[config.mk]
export PLATFORM = sky130hd
export DESIGN_NAME = hamming15_decode_seq
export DESIGN_NICKNAME = d
export VERILOG_FILES = /design/src/rtl/hamming15_decode_seq.sv
export SDC_FILE = /design/constraint.sdc
export NUM_CORES = 1
export LEC_CHECK = 0
export ABC_AREA = 1
export ABC_CLOCK_PERIOD_IN_PS = 1400
export CAP_MARGIN = 40
export CORE_MARGIN = 2
export CORE_UTILIZATION = 40
export DETAILED_ROUTE_END_ITERATION = 10
export GPL_TIMING_DRIVEN = 0
export MAX_ROUTING_LAYER = met4
export PLACE_DENSITY = 0.63
export SLEW_MARGIN = 40
export SYNTH_ARGS = -nofsm -noshare
export SYNTH_HDL_FRONTEND = slang
export SYNTH_SLANG_ARGS = --single-unit
[constraint.sdc]
create_clock -name clk -period 1.4 [get_ports clk]
set_input_delay 0.28 -clock clk [delete_from_list [all_inputs] [get_ports clk]]
set_output_delay 0.28 -clock clk [all_outputs]
set_load 0.01 [all_outputs]
[src/rtl/hamming15_decode_seq.sv]
// Two-stage pipelined Hamming(15,11) SEC decoder with valid/ready flow control
// and a saturating count of corrected words.
module hamming15_decode_seq #(
  parameter int CNT_W = 8
) (
  input  logic             clk,
  input  logic             rst,
  input  logic             in_valid,
  output logic             in_ready,
  input  logic [15:1]      in_code,
  output logic             out_valid,
  input  logic             out_ready,
  output logic [11:1]      out_data,
  output logic             out_err,
  output logic [3:0]       out_synd,
  input  logic             clr_count,
  output logic [CNT_W-1:0] err_count
);

  localparam logic [CNT_W-1:0] CNT_MAX = {CNT_W{1'b1}};

  // XOR of the positions of all set bits equals the per-bit parity syndrome.
  function automatic logic [3:0] calc_synd(input logic [15:1] code);
    logic [3:0] s;
    s = 4'd0;
    for (int p = 1; p <= 15; p++) begin
      if (code[p]) s = s ^ p[3:0];
    end
    return s;
  endfunction

  function automatic logic [15:1] onehot_flip(input logic [3:0] synd);
    logic [15:1] f;
    f = 15'h0000;
    if (synd != 4'd0) f[synd] = 1'b1;
    return f;
  endfunction

  function automatic logic [11:1] extract_data(input logic [15:1] c);
    return {c[15], c[14], c[13], c[12], c[11], c[10], c[9], c[7], c[6], c[5], c[3]};
  endfunction

  logic             s1_valid_q, s1_valid_d;
  logic [15:1]      s1_code_q, s1_code_d;
  logic [3:0]       s1_synd_q, s1_synd_d;
  logic             s2_valid_q, s2_valid_d;
  logic [11:1]      out_data_q, out_data_d;
  logic             out_err_q, out_err_d;
  logic [3:0]       out_synd_q, out_synd_d;
  logic [CNT_W-1:0] cnt_q, cnt_d;
  logic             s1_adv_s, s2_adv_s;
  logic [15:1]      corrected_s;

  // Handshake, stage advance and counter next-state logic.
  always_comb begin
    s2_adv_s    = ~s2_valid_q | out_ready;
    s1_adv_s    = ~s1_valid_q | s2_adv_s;
    corrected_s = s1_code_q ^ onehot_flip(s1_synd_q);
    s1_valid_d  = s1_valid_q;
    s1_code_d   = s1_code_q;
    s1_synd_d   = s1_synd_q;
    s2_valid_d  = s2_valid_q;
    out_data_d  = out_data_q;
    out_err_d   = out_err_q;
    out_synd_d  = out_synd_q;
    cnt_d       = cnt_q;

    if (s1_adv_s) begin
      s1_valid_d = in_valid;
      if (in_valid) begin
        s1_code_d = in_code;
        s1_synd_d = calc_synd(in_code);
      end else begin
        s1_code_d = s1_code_q;
        s1_synd_d = s1_synd_q;
      end
    end else begin
      s1_valid_d = s1_valid_q;
    end

    // Output registers only change when a word moves into stage 2.
    if (s2_adv_s) begin
      s2_valid_d = s1_valid_q;
      if (s1_valid_q) begin
        out_data_d = extract_data(corrected_s);
        out_err_d  = (s1_synd_q != 4'd0);
        out_synd_d = s1_synd_q;
      end else begin
        out_data_d = out_data_q;
        out_err_d  = out_err_q;
        out_synd_d = out_synd_q;
      end
    end else begin
      s2_valid_d = s2_valid_q;
    end

    if (clr_count) begin
      cnt_d = {CNT_W{1'b0}};
    end else if (s2_valid_q && out_ready && out_err_q && (cnt_q != CNT_MAX)) begin
      cnt_d = cnt_q + CNT_W'(1);
    end else begin
      cnt_d = cnt_q;
    end
  end

  // Pipeline and counter state registers.
  always_ff @(posedge clk or posedge rst) begin
    if (rst) begin
      s1_valid_q <= 1'b0;
      s1_code_q  <= 15'h0000;
      s1_synd_q  <= 4'd0;
      s2_valid_q <= 1'b0;
      out_data_q <= 11'h000;
      out_err_q  <= 1'b0;
      out_synd_q <= 4'd0;
      cnt_q      <= {CNT_W{1'b0}};
    end else begin
      s1_valid_q <= s1_valid_d;
      s1_code_q  <= s1_code_d;
      s1_synd_q  <= s1_synd_d;
      s2_valid_q <= s2_valid_d;
      out_data_q <= out_data_d;
      out_err_q  <= out_err_d;
      out_synd_q <= out_synd_d;
      cnt_q      <= cnt_d;
    end
  end

  assign in_ready  = s1_adv_s;
  assign out_valid = s2_valid_q;
  assign out_data  = out_data_q;
  assign out_err   = out_err_q;
  assign out_synd  = out_synd_q;
  assign err_count = cnt_q;

endmodule

==> impl_metrics.toml <==
[run_status]
status = "complete, but fails checks"
violations = "negative setup slack"

[cts]
clk_pin_slew_ns = 0.08
hold_buffers = 0
numCtsBuffers = 5
htreeDepth = 2
clock-root-buffer = "clkbuf_8"
cts_tree = "built"
numClockSinks = 41
clock_path_buffers = 2
clk_latency_ns = 0.30

[critical_path]
path_buf_inv = 1
crit_type = "reg2reg"
r2r_end = "err_count[5]"
crit_chain = "ha_4, nand2_4, nor3_4, nand2_1, nand2_2, nand2_4, inv_8, nand2_2, o21ai_1"
r2r_start = "err_count[1]"
cp.required_ns = 1.62
worstRegToRegCells = 9
critPathArrivalTime_ns = 1.65
rrSetupSlack_ns = -0.03
endpoint_kind = "flop"
max_stage_delay_ns = 0.42
cp_top_family = "simple AND/OR/NAND/NOR gates"
critPathMaxFanout = 8
slowest_stage = "dfrtp_1"
cp-start-kind = "flop"

[logic_synthesis]
synth_nets = 321
ys_async_sr_fraction_pct = 100
ys.flop_type = "dfrtp_1"
avgSynthCellArea_um2 = 7.49
ys_types = 22
seq_area_frac_synth_pct = 45.7
yosys_warnings = 0
synth-seq-cells = 41
yosysTopAreaCellShare_pct = 45.7
syn_area_mm2 = 0.00225
synthTopCellsByArea = "dfrtp_1 46%, nand2_1 18%, nand3_1 6.5%"
syn_inst = 300
synth_edf_count = 0
yosysTopAreaCell = "dfrtp_1"

[die]
initial_core_util_pct = 41.0
fp.dieH_um = 78.9
core_mm2 = 0.00547
die_w_um = 78.9
ios = 46
row_count = 27
die_area_mm2 = 0.00623

[global_routing]
antenna_found_initial = 0
grt_pass1_vias = 1912
grt-ovfl-total = 0
grt_pass1_wl_um = 8650
grt_max_degree = 42
track_usage_pct = 18.0

[timing]
setup_viol = 4
worstMarginPinSlew_ns = 0.508
fmax_ghz = 0.700
period_share_pct = 102
drv_slew = 0
fin_skew_ns = 0.00849
relSlewSlack_pct = 66.1
rsz0062_at_grt = "yes"
worst_slack_ns = -0.0289
hold_viol = 0
holdWs_ns = 0.279
min_period_ns = 1.43

[routing]
num_vias = 2040
drtIter0Drc = 110
first_pass_iters = 4
wl_per_cell_um = 11.8
wirelength_um = 5100
drc = 0
viasPerCell = 4.72
ant_nets = 0

[hold_path]
min_to = "s1_code_q[14]"
worstHoldStart = "in_code[14]"
hold_class = "in2reg"
hold_depth = 3

[power_and_ir_drop]
power.density_mw_per_mm2 = 1230
peakVddDrop_v = 0.000443
leakagePower_uw = 0.00161

[placed_design]
dpl.hpwl_um = 3770
io_buffers = 44
gp_congestion = 0.826

[layout]
area_growth_pct = 33.5
regArea_mm2 = 0.00103
utilization_pct = 54.8
nets = 380
num-fill-cells = 562
drive_gt1_share_pct = 13.3
antenna_cells = 0
multi_input_area_mm2 = 0.00111

[job]
drv_cap = 0
metrics by stage:
step                setup WS [ns]  total power, uW  TNS [ns]  instances  cell area, um2
global placement           -0.721             2810    -38.94        416            2780
finish                    -0.0289             3700   -0.0580        432            3000
floorplan                  0.0862             2240         0        300            2250
CTS                        -0.120             3690    -0.611        429            2910
global route               -0.107             3980    -0.555        432            3000
detailed placement         -0.376             2840    -10.75        416            2780
synth_stat cells, types with 2 or more instances:
cell type    n
a21oi_1      2
xor2_1      16
nand2_1    110
o21ai_1      4
nor3_1       3
inv_1       31
buf_2        7
xnor2_1      7
nor2_1      11
o21ai_0     26
dfrtp_1     41
nand3_1     29
clkbuf_1     3
nand2_2      2
area by class of cell:
| class | instances | share of cell area [%] |
|---|---|---|
| Buffer | 10 | 1.67 |
| Clock buffer | 6 | 2.75 |
| Clock inverter | 2 | 1.25 |
| Inverter | 32 | 4.34 |
| Multi-Input combinational cell | 217 | 37.0 |
| Sequential cell | 41 | 34.3 |
| Tap cell | 72 | 3.00 |
| Timing Repair Buffer | 52 | 15.8 |
worst max path at each step:
stage                            start            end  slack (ns)  cells past startpoint
after CTS                    out_ready       in_ready       -0.12                      4
after global routing      err_count[1]   err_count[7]       -0.11                      9
after floorplan           err_count[0]   err_count[2]        0.09                      9
after global placement             rst  s1_code_q[10]       -0.72                      2
after detailed placement     out_ready       in_ready       -0.38                      4
final                     err_count[1]   err_count[5]       -0.03                      9
where the power goes:
part	total (uW)	internal, uW	leakage, uW	switching [uW]
registers	1580	1440	0.000514	141
clock network	992	580	0.0000574	412
logic	1140	489	0.00104	647
kinds of logic (layout without fill, tap and decap cells):
group	count (synthesis)	count (layout)	synth area share (%)
simple gates	161	161	30.0
compound gates	32	32	7.13
fa+ha+maj	1	1	0.557
xor+xnor	23	23	8.97
flops	41	41	45.7
buf+inv	42	102	7.63
worst register-to-register path: stages, from the launching register on:
cell	delay, ns
dfrtp_1	0.42
ha_4	0.18
nand2_4	0.06
nor3_4	0.17
nand2_1	0.08
nand2_2	0.11
nand2_4	0.10
inv_8	0.11
nand2_2	0.05
o21ai_1	0.07
state kept, by name, indices dropped and copies added, names as in the netlist:
register,count
s1_synd_q,4
out_valid,1
out_data,11
s1_code_q,11
s1_valid_q,1
out_err,1
err_count,8
out_synd,4
repair_timing:
action                                  4_1_cts  5_1_grt
setup buffers                                 5        3
gates resized for setup                      29       31
pin swaps                                     0        7
endpoints found under the setup margin       46       42
layout by cell type, fill, tap and decap left out, types with 4 or more instances in the layout:
| cell | n |
|---|---|
| clkbuf_8 | 6 |
| nand2_2 | 8 |
| o21ai_0 | 23 |
| inv_1 | 29 |
| clkbuf_2 | 4 |
| nand3_1 | 28 |
| dlygate4sd2_1 | 24 |
| buf_4 | 8 |
| o21ai_1 | 6 |
| xor2_1 | 16 |
| nand2_1 | 102 |
| buf_2 | 7 |
| dfrtp_1 | 40 |
| clkdlybuf4s50_1 | 15 |
| xnor2_1 | 7 |
| nor2_1 | 10 |
layer usage:
layer  up-vias  routed length, um  track usage [%]
li1       1060                  -                -
met1       939               2560             25.2
met2        37               2350             27.2
met3         4                163             3.18
met4         0                 31             4.66
met5         -                  0                -
(Power assumes the default switching activity.)
